File: src/rtl/cyclic_seq_pkg.sv
// Shared definitions for the cyclic state sequencer family: output encoding
// selector, width helper and a generic binary-to-Gray conversion.
package seq_pkg;

    typedef enum logic {
        ENC_BIN  = 1'b0,
        ENC_GRAY = 1'b1
    } enc_t;

    // Widest vector the generic helpers below operate on.
    localparam int MAX_W = 32;

    // Bits needed to hold indices 0..n-1, never less than one bit.
    function automatic int clog2_min1(input int n);
        return (n <= 2) ? 1 : $clog2(n);
    endfunction

    // Generic binary-to-Gray conversion; callers zero-extend narrower values.
    function automatic logic [MAX_W-1:0] bin2gray(input logic [MAX_W-1:0] b);
        return b ^ (b >> 1);
    endfunction

endpackage

File: src/rtl/cyclic_seq_gray_enc.sv
// Purely combinational W-bit binary-to-Gray encoder.
module gray_enc #(
    parameter int W = 2
) (
    input  logic [W-1:0] bin,
    output logic [W-1:0] gray
);

    // Each Gray bit is the XOR of a binary bit with its more-significant neighbour.
    for (genvar gi = 0; gi < W - 1; gi++) begin : g_bit
        assign gray[gi] = bin[gi] ^ bin[gi+1];
    end

    // The MSB passes through unchanged.
    assign gray[W-1] = bin[W-1];

endmodule

File: src/rtl/cyclic_seq.sv
// Parametrised cyclic state sequencer: steps through NSTATES states with
// enable, up/down direction and a checked synchronous load. Flags wrap-around
// and rejected loads, and presents the state in binary or Gray code.
module cyclic_seq
    import seq_pkg::*;
#(
    parameter  int NSTATES     = 3,
    parameter  int RESET_STATE = 0,
    parameter  int GRAY_OUT    = 0,
    localparam int W           = clog2_min1(NSTATES)
) (
    input  logic         clk,
    input  logic         rst,
    input  logic         en,
    input  logic         dir,
    input  logic         load,
    input  logic [W-1:0] load_val,
    output logic [W-1:0] state,
    output logic [W-1:0] y,
    output logic         wrap,
    output logic         load_err
);

    localparam logic [W:0]   N_EXT   = (W+1)'(NSTATES);
    localparam logic [W-1:0] LAST    = W'(NSTATES - 1);
    localparam logic [W-1:0] RST_VAL = W'(RESET_STATE);
    localparam enc_t         ENC     = (GRAY_OUT != 0) ? ENC_GRAY : ENC_BIN;

    // Reject parameter sets that cannot describe a valid cycle.
    if (NSTATES < 2) begin : g_bad_nstates
        $fatal(1, "cyclic_seq: NSTATES must be >= 2");
    end
    if (RESET_STATE >= NSTATES || RESET_STATE < 0) begin : g_bad_reset_state
        $fatal(1, "cyclic_seq: RESET_STATE must be in 0..NSTATES-1");
    end

    logic [W-1:0] state_reg;
    logic [W-1:0] state_next;
    logic         wrap_reg;
    logic         wrap_next;
    logic         load_err_reg;
    logic         load_err_next;
    logic         state_ok;
    logic         load_ok;

    // Range checks are done one bit wider so NSTATES == 2**W compares cleanly.
    assign state_ok = ({1'b0, state_reg} < N_EXT);
    assign load_ok  = ({1'b0, load_val} < N_EXT);

    // Next-state and pulse selection: load beats en; an out-of-range state
    // (only reachable by an upset) recovers to RESET_STATE on the next step.
    always_comb begin
        state_next    = state_reg;
        wrap_next     = 1'b0;
        load_err_next = 1'b0;
        if (load) begin
            if (load_ok) begin
                state_next = load_val;
            end else begin
                load_err_next = 1'b1;
            end
        end else if (en) begin
            if (!state_ok) begin
                state_next = RST_VAL;
            end else if (!dir) begin
                if (state_reg == LAST) begin
                    state_next = '0;
                    wrap_next  = 1'b1;
                end else begin
                    state_next = state_reg + 1'b1;
                end
            end else begin
                if (state_reg == '0) begin
                    state_next = LAST;
                    wrap_next  = 1'b1;
                end else begin
                    state_next = state_reg - 1'b1;
                end
            end
        end
    end

    // State and pulse registers; reset acts immediately, without a clock edge.
    always_ff @(posedge clk or posedge rst) begin
        if (rst) begin
            state_reg    <= RST_VAL;
            wrap_reg     <= 1'b0;
            load_err_reg <= 1'b0;
        end else begin
            state_reg    <= state_next;
            wrap_reg     <= wrap_next;
            load_err_reg <= load_err_next;
        end
    end

    assign state    = state_reg;
    assign wrap     = wrap_reg;
    assign load_err = load_err_reg;

    // Output encoding is chosen at elaboration time.
    if (ENC == ENC_GRAY) begin : g_gray
        gray_enc #(.W(W)) u_gray (
            .bin  (state_reg),
            .gray (y)
        );
    end else begin : g_bin
        assign y = state_reg;
    end

endmodule

File: config.mk
export PLATFORM = sky130hd
export DESIGN_NAME = cyclic_seq
export DESIGN_NICKNAME = d
export VERILOG_FILES = /design/src/rtl/cyclic_seq_pkg.sv /design/src/rtl/cyclic_seq_gray_enc.sv /design/src/rtl/cyclic_seq.sv
export SDC_FILE = /design/constraint.sdc
export NUM_CORES = 1
export LEC_CHECK = 0
export BUFFER_PORTS_ARGS = -buffer_cell sky130_fd_sc_hd__buf_4
export CORE_AREA = 2 2 39 41
export DETAILED_ROUTE_END_ITERATION = 16
export DIE_AREA = 0 0 41 43
export SLEW_MARGIN = 15
export SYNTH_ARGS = -nofsm -noshare
export SYNTH_HDL_FRONTEND = slang
export SYNTH_SLANG_ARGS = --single-unit
File: constraint.sdc
create_clock -name clk -period 2.8 [get_ports clk]
set_input_delay 0.84 -clock clk [delete_from_list [all_inputs] [get_ports clk]]
set_output_delay 0.84 -clock clk [all_outputs]
set_load 0.005 [all_outputs]
---- Word-level counts from Yosys, hierarchy flattened ----
Cells that the tools add are included.
word-level totals
  register bits after elaboration ......... 4
  input bits .............................. 7
  output and inout bits ................... 6
  word-level logic and storage cells ...... 27
operators by class
  $add $sub $neg .......................... 2
  magnitude comparators ................... 2
  equality and inequality tests ........... 2
  muxes and demuxes ....................... 15
  reduce and logical (&&, ||, !) cells .... 3
operator list
  kind                                                                      number
  2-bit two-way mux                                                         7
  1-bit two-way mux                                                         8
  2-bit less-than comparator (second input constant)                        2
  2-bit by 1-bit adder with 2-bit output (second input constant)            1
  2-bit == test (second input constant)                                     1
  2-bit logical NOT                                                         1
  2-bit by 1-bit inequality test with 1-bit output (second input constant)  1
  2-bit AND reduction                                                       1
  2-bit nonzero test                                                        1
  2-bit by 1-bit subtractor with 2-bit output (second input constant)       1

---- Depth between registers and ports, before layout ----
  word-level depth ........................ 6
  mapped depth ............................ 5
  depth with buffers taken out ............ 5

---- Worst setup path after synthesis ----
Ideal clock, no wire load.
  path type ............................... register to output
  start point ............................. register state_reg[0] (netlist: state[0])
  end point ............................... output y[0]
  arrival ................................. 570 ps
  data required time ...................... 1960 ps
  slack ................................... 1390 ps
  cell stages (with the launch flop) ...... 2
  path buffers ............................ 1
  path through ............................ dfrtp_1 -> buf_4
RTL lines
  element                   line              source
  start: declaration        cyclic_seq.sv:37  logic [W-1:0] state_reg;
  start signal: assignment  cyclic_seq.sv:90  state_reg <= state_next;
  end: declaration          cyclic_seq.sv:19  output logic [W-1:0] y,
No word-level cell between the ends.

---- Worst setup path after layout ----
  start point ............................. register state_reg[0] (netlist: state[0])
  end point ............................... output state[0]
RTL lines
  element           line              source
  end: declaration  cyclic_seq.sv:18  output logic [W-1:0] state,
No word-level cell between the ends.

==> out/results.ini <==
[outcome]
status=finished clean

[detailed_routing]
drtIter0Drc=1
viasPerCell=4.102
wl_per_cell_um=9.000
via_count=242
dr.pass1.iters=2
wl_um=531
antenna_left=0
drc=0

[worst_setup_path]
crit_type=reg -> out
cp_max_fo=7
crit_required_ps=1960
worstPathArrival_ps=840
slowest_stage=dfrtp_1
path_cells=buf_4
cp_top_family=flip-flops
reg2reg_setup_slack_ps=1550
crit_buf_inv=1
cpPeakStageDelay_ps=440
start_kind=register
end_kind=output pin

[logic_synthesis]
yosys-top-cells-area=dfrtp_1, ha_1, mux2i_1
yosysWarnings=0
yosys_register_bits=4
syn_area_um2=300.3
synth_area_per_cell_um2=10.01
synth_async_sr_flop_share_pct=100.0
synth_edf_count=0
yosysTopAreaCell=dfrtp_1
synthesis.nets=43
synth_cell_types=15
syn-instance-count=30
synth-seq-area-share_pct=33.33
synth_top_area_share_pct=33.33
ys.flop_type=dfrtp_1

[floorplanning]
core_um2=1384
std_cell_rows=14
io_pins=13
die_w_um=41
die_h_um=43
dieArea_um2=1763
start_util_pct=21.70

[cts]
path_clk_slew_ps=40
htreeDepth=1
postCtsSetupRepairBufs=0
cts_hold_buffers=0
cts.path.max_buffers=2
cts_resized=0
cts_tree=yes
numCtsBuffers=3
cts.sinks=4
clk_latency_ps=230
cts-root-buf=clkbuf_4

[placement]
place_congestion=0.6916
post-dp-hpwl_um=450
io_buffers=12
dpl-instance-area_um2=395.4

[worst_hold_path]
hold_path_class=in -> async

[timing]
maxSlewHeadroom_pct=85.34
whs_ps=487.8
clock_skew_ps=2.708
setup_viol=0
fin_crit_sh_pct=60.13
tightest_slew_ps=219.9
fmax_mhz=593.9
setup_tns_ps=0
min_period_ps=1684
slew_violations=0
rsz0062_at_grt=false
hold_violations=0

[finish]
area_delta_synth_final_pct=39.17
drive_above_1_share_pct=39.53
largest_reg_flops=2
multi_input_area_um2=173.9
fin_area_um2=417.9
final_net_count=58
antenna_cells=0
fillers=147
register_area_um2=100.1

[global_route]
antenna_found_initial=0
grt_pass1_vias=228
grt_overflow=0
grt_pass1_wl_um=855
grt_max_degree=8
grt_usage_pct=7.608

[pwr]
ir_drop_uv=114.6
p_per_area_nw_per_um2=481.9
leakage_nw=0.2214

[run]
maxCapViolations=0

## metrics by stage
| step | util [%] | std cells | setup slack, ps | total power [W] |
|---|---|---|---|---|
| final | 30.20 | 59 | 1116 | 0.0002014 |
| after global routing | 30.20 | 59 | 1068 | 0.0002186 |
| after CTS | 30.20 | 59 | 1103 | 0.0002079 |
| after detailed placement | 28.57 | 56 | 1297 | 0.0001336 |
| after global placement | 28.57 | 56 | 1320 | 0.0001331 |
| after floorplan | - | 30 | 1390 | 0.0001075 |
## kinds of logic after synthesis
family	share of synthesized area, %
simple gates	12.09
compound gates	14.16
fa+ha+maj	25.00
buf+inv	8.748
flops	33.33
mux	6.667
## cell type report
type,instances,share of cell area (%)
inverter,3,2.695
timing repair buffer,12,21.56
sequential,4,23.95
tap,16,4.790
clock buffer,3,5.389
multi-input combinational,21,41.62
## worst register-to-register path, delay by kind of cell (launching register included)
| kind | cells | cell delay, ps |
|---|---|---|
| flip-flops | 1 | 450 |
| AO/OA/AOI/OAI | 2 | 220 |
| AND/OR/NAND/NOR | 1 | 70 |
| adder cells (fa/ha/maj) | 1 | 310 |
| buffers and inverters | 1 | 130 |
## layer usage
metal | up-vias | wire length, µm | GRT usage, %
met1 | 107 | 227 | 7.325
met3 | 0 | 50 | 3.141
met4 | 0 | 0 | 8.000
met5 | - | 0 | 0
met2 | 11 | 253 | 10.94
li1 | 124 | - | -
## placed cells by master, fill, tap and decap left out, drive strengths merged
cell    Yosys  final
buf         2     12
o211ai      1      1
clkbuf      0      3
nor2        3      3
o21ai       2      2
a21oi       1      1
ha          6      6
nand2       2      2
dfrtp       4      4
a21boi      1      1
and3        1      1
mux2i       2      2
a32oi       1      1
nand2b      1      1
inv         3      3
## final timing paths
path	start	cells after the start	endpoint
setup / recovery	state[0]	1	state[0]
hold / removal	rst	2	state[0]
setup reg to reg	state[0]	5	state[1]
hold reg to reg	state[0]	2	state[0]
max in group asynchronous	rst	2	wrap
min in group clk	state[0]	2	state[0]
## cells in the mapped netlist (all sizes together) (2+ instances only)
master	count
dfrtp	4
ha	6
nand2	2
inv	3
nor2	3
mux2i	2
o21ai	2
buf	2
## where the power goes
group          internal [W]  switching (W)  total [W]
combinational     0.0000330      0.0000259  0.0000589
clock             0.0000478      0.0000221  0.0000699
sequential        0.0000641     0.00000850  0.0000726
total              0.000145      0.0000565   0.000201
Power figures use the tool's default switching activity.
